<file path="src/rtl/arb_pkg.sv">
// Shared types and helpers for the round-robin hold arbiter.
// Optional lock override is enabled with ARB_LOCK_EN.
package arb_pkg;

  typedef enum logic {
    IDLE  = 1'b0,
    GRANT = 1'b1
  } arb_state_e;

  localparam int unsigned ARB_MAX_N = 32;

  typedef struct packed {
    logic       found;
    logic [4:0] idx;
  } pick_t;

  // Reference circular pick over up to ARB_MAX_N requesters.
  function automatic pick_t rr_pick_f(
    input logic [ARB_MAX_N-1:0] req,
    input int unsigned          start,
    input int unsigned          n
  );
    pick_t       p;
    int unsigned s;
    p = '0;
    for (int unsigned k = 0; k < n; k++) begin
      s = start + k;
      if (s >= n) s = s - n;
      if (!p.found && req[s]) begin
        p.found = 1'b1;
        p.idx   = s[4:0];
      end
    end
    return p;
  endfunction

endpackage

</file>
<file path="src/rtl/rr_pick.sv">
// Circular priority pick: rotate by start, find lowest set bit,
// then map the result back to the original requester index.
module rr_pick #(
  parameter int N = 4,
  localparam int IDX_W = $clog2(N)
) (
  input  logic [N-1:0]     req,
  input  logic [IDX_W-1:0] start,
  output logic             found,
  output logic [IDX_W-1:0] idx
);

  logic [N-1:0]     rot;
  logic [IDX_W-1:0] enc;
  logic [IDX_W:0]   sum;
  int               j;

  always_comb begin
    rot = '0;
    j   = 0;
    for (int i = 0; i < N; i++) begin
      j = i + int'(start);
      if (j >= N) j = j - N;
      rot[i] = req[j];
    end
  end

  always_comb begin
    enc = '0;
    for (int i = N - 1; i >= 0; i--) begin
      if (rot[i]) enc = IDX_W'(i);
    end
  end

  always_comb begin
    sum = {1'b0, enc} + {1'b0, start};
    if (sum >= (IDX_W+1)'(N)) sum = sum - (IDX_W+1)'(N);
    idx   = sum[IDX_W-1:0];
    found = |req;
  end

endmodule

</file>
<file path="src/rtl/arbiter_rr_hold.sv">
// Round-robin arbiter with registered one-hot grant and bounded hold.
// Define ARB_LOCK_EN to add a lock input that extends a tenure.
module arbiter_rr_hold
  import arb_pkg::*;
#(
  parameter int N        = 4,
  parameter int MAX_HOLD = 4,
  localparam int IDX_W   = $clog2(N),
  localparam int HOLD_W  = $clog2(MAX_HOLD + 1)
) (
  input  logic              clk,
  input  logic              rst,
`ifdef ARB_LOCK_EN
  input  logic              lock,
`endif
  input  logic [N-1:0]      req,
  output logic [N-1:0]      grant,
  output logic              grant_valid,
  output logic [IDX_W-1:0]  grant_idx,
  output logic [HOLD_W-1:0] hold_cnt
);

  localparam logic [HOLD_W-1:0] HMAX = HOLD_W'(MAX_HOLD);
  localparam logic [IDX_W-1:0]  LAST = IDX_W'(N - 1);

  arb_state_e        state_q, state_d;
  logic [N-1:0]      grant_q, grant_d;
  logic [IDX_W-1:0]  idx_q, idx_d;
  logic [HOLD_W-1:0] hold_q, hold_d;
  logic [IDX_W-1:0]  last_q, last_d;

  logic              ovr;
  logic              keep;
  logic [IDX_W-1:0]  start;
  logic              pk_found;
  logic [IDX_W-1:0]  pk_idx;

`ifdef ARB_LOCK_EN
  assign ovr = lock;
`else
  assign ovr = 1'b0;
`endif

  // In GRANT last_q equals the owner, so one start serves both states
  // and the owner naturally lands at the end of the scan.
  assign start = (last_q == LAST) ? '0 : last_q + 1'b1;

  rr_pick #(.N(N)) u_pick (
    .req   (req),
    .start (start),
    .found (pk_found),
    .idx   (pk_idx)
  );

  assign keep = (state_q == GRANT) && req[idx_q] &&
                ((hold_q < HMAX) || ovr);

  always_comb begin
    state_d = state_q;
    grant_d = grant_q;
    idx_d   = idx_q;
    hold_d  = hold_q;
    last_d  = last_q;
    if (keep) begin
      if (hold_q != HMAX) hold_d = hold_q + 1'b1;
    end else if (pk_found) begin
      state_d         = GRANT;
      grant_d         = '0;
      grant_d[pk_idx] = 1'b1;
      idx_d           = pk_idx;
      hold_d          = HOLD_W'(1);
      last_d          = pk_idx;
    end else begin
      state_d = IDLE;
      grant_d = '0;
      idx_d   = '0;
      hold_d  = '0;
    end
  end

  always_ff @(posedge clk or posedge rst) begin
    if (rst) begin
      state_q <= IDLE;
      grant_q <= '0;
      idx_q   <= '0;
      hold_q  <= '0;
      last_q  <= LAST;
    end else begin
      state_q <= state_d;
      grant_q <= grant_d;
      idx_q   <= idx_d;
      hold_q  <= hold_d;
      last_q  <= last_d;
    end
  end

  assign grant       = grant_q;
  assign grant_valid = |grant_q;
  assign grant_idx   = idx_q;
  assign hold_cnt    = hold_q;

endmodule
</file>
<file path="config.mk">
export PLATFORM = sky130hd
export DESIGN_NAME = arbiter_rr_hold
export DESIGN_NICKNAME = d
export VERILOG_FILES = /design/src/rtl/arb_pkg.sv /design/src/rtl/rr_pick.sv /design/src/rtl/arbiter_rr_hold.sv
export SDC_FILE = /design/constraint.sdc
export NUM_CORES = 1
export LEC_CHECK = 0
export ABC_CLOCK_PERIOD_IN_PS = 3800
export CAP_MARGIN = 20
export CORE_AREA = 2 2 61 63
export CTS_CLUSTER_SIZE = 24
export DETAILED_ROUTE_END_ITERATION = 6
export DIE_AREA = 0 0 63 65
export DONT_BUFFER_PORTS = 1
export GPL_TIMING_DRIVEN = 1
export PLACE_DENSITY_LB_ADDON = 0.3
export SETUP_SLACK_MARGIN = 0.1
export SLEW_MARGIN = 25
export SYNTH_ARGS = -nofsm -noshare
export SYNTH_HDL_FRONTEND = slang
export SYNTH_SLANG_ARGS = --single-unit
</file>
<file path="constraint.sdc">
create_clock -name clk -period 3.8 [get_ports clk]
set_input_delay 0.76 -clock clk [delete_from_list [all_inputs] [get_ports clk]]
set_output_delay 0.76 -clock clk [all_outputs]
set_load 0.05 [all_outputs]
</file>
==> out/qor.yml <==
timing:
  timing.final.crit_share_pct: 89.65
  relSlewSlack_pct: 59.38
  rsz0062_at_grt: "no"
  setup_viol: 0
  fin_crit_ns: 3.407
  worstMarginPinSlew_ns: 0.6092
  setup_tns_ns: 0
  max_clock_freq_ghz: 0.2935
  clock_skew_ns: 0.004418
  finalHoldViolCount: 0
  slew_violations: 0
clocking:
  clock_latency_ns: 0.27
  ctsHoldBuffers: 0
  htreeDepth: 1
  cts_setup_buffers: 0
  cts_buffers: 3
  cts_tree: "done"
  root_buffer: "clkbuf_4"
  cts_resized: 0
  path_clk_slew_ns: 0.08
  clk_path_buf_depth: 2
  cts_sinks: 12
setup_path:
  critPathRequiredTime_ns: 3.99
  worst_ep_arrival_time_ns: 3.59
  critPathCaptureType: "flip-flop"
  critical_path_class: "flip-flop to flip-flop"
  r2r_slack_ns: 0.39
  crit_fanout: 12
  critPathLaunchType: "flip-flop"
route:
  drc: 0
  dr.first_iter.drc_count: 63
  vias_per_cell: 4.887
  avgRoutedWirePerCell_um: 12.63
  dr.pass1.iters: 4
  drt-total-wl_mm: 1.894
  vias: 733
  ant_nets: 0
global_routing:
  grt_use_total_pct: 10.25
  grt_pass1_vias: 732
  grt_overflow_total: 0
  grt_pass1_wl_mm: 3.394
  grt_max_degree: 13
  antenna_found_initial: 0
synth:
  synth_top_area_cell: "dfrtp_1"
  synth-edff-count: 0
  yosysMostFrequentCell: "nand2_1"
  yosysTopAreaCellShare_pct: 27.29
  syn_inst: 101
  synthTopCellsByCount: "nand2_1, dfrtp_1, inv_1, a21oi_1, nor2_1"
  ys.flop_type: "dfrtp_1"
  yosys_warnings: 0
  synth_area_sq_um: 917.1
  synthTopCellsByArea: "dfrtp_1, ha_1, dfstp_2, mux2i_1, nand2_1"
  syn_nets: 112
  synth.avg_cell_area_sq_um: 9.080
  synth_cell_types: 38
  seq_area_frac_synth_pct: 33.02
  synthArstFlopShare_pct: 100.0
  ys_ff_latch: 12
layout:
  n_antenna_cell: 0
  layout.nets: 114
  syn2layout_area_growth_pct: 7.776
  fillCellCount: 395
  final_layout_size_suffix_gt1_share_pct: 16.67
place:
  gp_congestion: 0.7904
  hpwl_mm: 1.469
  port_buffers: 0
floorplanning:
  rows: 22
  ios: 16
  core_area_sq_um: 3496
  start_util_pct: 26.23
  die_w_um: 63
  dieArea_sq_um: 4095
  die_h_um: 65
hold_path:
  hold_class: "primary input to async pin"
run_status:
  status: "finished, final reports clean"
job:
  maxCapViolations: 0
-- sequential cells by signal, indices dropped and copies added (netlist names) --
signal     count
grant          4
hold_cnt       3
grant_idx      2
last_q         2
state_q        1
-- worst max-delay path, stage by stage (launching register included) --
cell and delay, ns:
dfstp_2 0.68, inv_1 0.10, ha_1 0.44, mux4_2 0.59
a21oi_1 0.14, nor2_1 0.05, a21oi_1 0.13, ha_1 0.16
inv_1 0.07, a211o_1 0.28, or3_1 0.34, mux2_2 0.26
o211ai_1 0.08
-- cell usage in the layout (no fill, tap or decap), types with 2 or more instances in the layout --
cell,instances
ha_1,5
mux2_2,2
o21ai_0,3
dfrtp_1,10
nand2_1,12
and3_1,4
a21oi_1,6
nand3_1,5
nor4_1,2
o31ai_1,2
clkbuf_4,3
nor2_1,6
dfstp_2,2
mux2i_1,5
a211o_1,3
or2_2,2
nand2b_1,2
inv_1,8
-- routing by layer --
metal	routed length [um]	GRT usage [%]	share of wire (%)
met5	0	0	0
met4	9	4.167	0.48
met3	99	2.083	5.2
met2	902	16.22	48
met1	882	13.63	47
-- logic make-up after synthesis --
| logic type | Yosys count | synth area share [%] |
|---|---|---|
| muxes | 8 | 10.37 |
| buffers and inverters | 13 | 6.956 |
| AOI/OAI and AO/OA | 23 | 20.33 |
| DFF | 12 | 33.01 |
| and+or+nand+nor | 39 | 21.55 |
| adders and majority gates | 5 | 6.821 |
| xor gates and xnor gates | 1 | 0.9552 |
-- path summary, 6_finish.rpt --
kind | startpoint | endpoint | cells past startpoint
max | last_q[0]$_DFFE_PP1P_ | grant[3]$_DFFE_PP0N_ | 12
min | rst | hold_cnt[0]$_DFFE_PP0P_ | 1
max reg2reg | last_q[0]$_DFFE_PP1P_ | grant[3]$_DFFE_PP0N_ | 12
min reg2reg | last_q[1]$_DFFE_PP1P_ | last_q[1]$_DFFE_PP1P_ | 2
max in group asynchronous | rst | last_q[0]$_DFFE_PP1P_ | 1
min in group clk | last_q[1]$_DFFE_PP1P_ | last_q[1]$_DFFE_PP1P_ | 2
-- through the flow --
| stage | std cells | utilization, % | instance area [sq um] | setup WS (ns) | hold WS, ns |
|---|---|---|---|---|---|
| 3_5_place_dp | 146 | 27.31 | 954.7 | 0.3267 | 0.5162 |
| 5_1_grt | 150 | 28.27 | 988.4 | 0.1773 | 0.4190 |
| 3_3_place_gp | 146 | 27.31 | 954.7 | 0.3758 | 0.5069 |
| 6_report | 150 | 28.27 | 988.4 | 0.3933 | 0.3783 |
| 2_1_floorplan | 101 | - | 917.1 | 0.6247 | 0.4838 |
| 4_1_cts | 150 | 28.06 | 980.9 | 0.3134 | 0.3975 |
-- layout make-up --
type / instances / area [sq um] / area share (%)
clock buffer: 4 / 26.28 / 2.658
inverter: 9 / 33.78 / 3.418
multi-input combinational: 76 / 558.0 / 56.46
sequential: 12 / 302.8 / 30.63
tap: 48 / 60.06 / 6.076
timing repair buffer: 1 / 7.507 / 0.7595
Power is left out: the tool's default activity adds up to more than one toggle a clock period on the data nets, which glitch-free logic cannot reach.
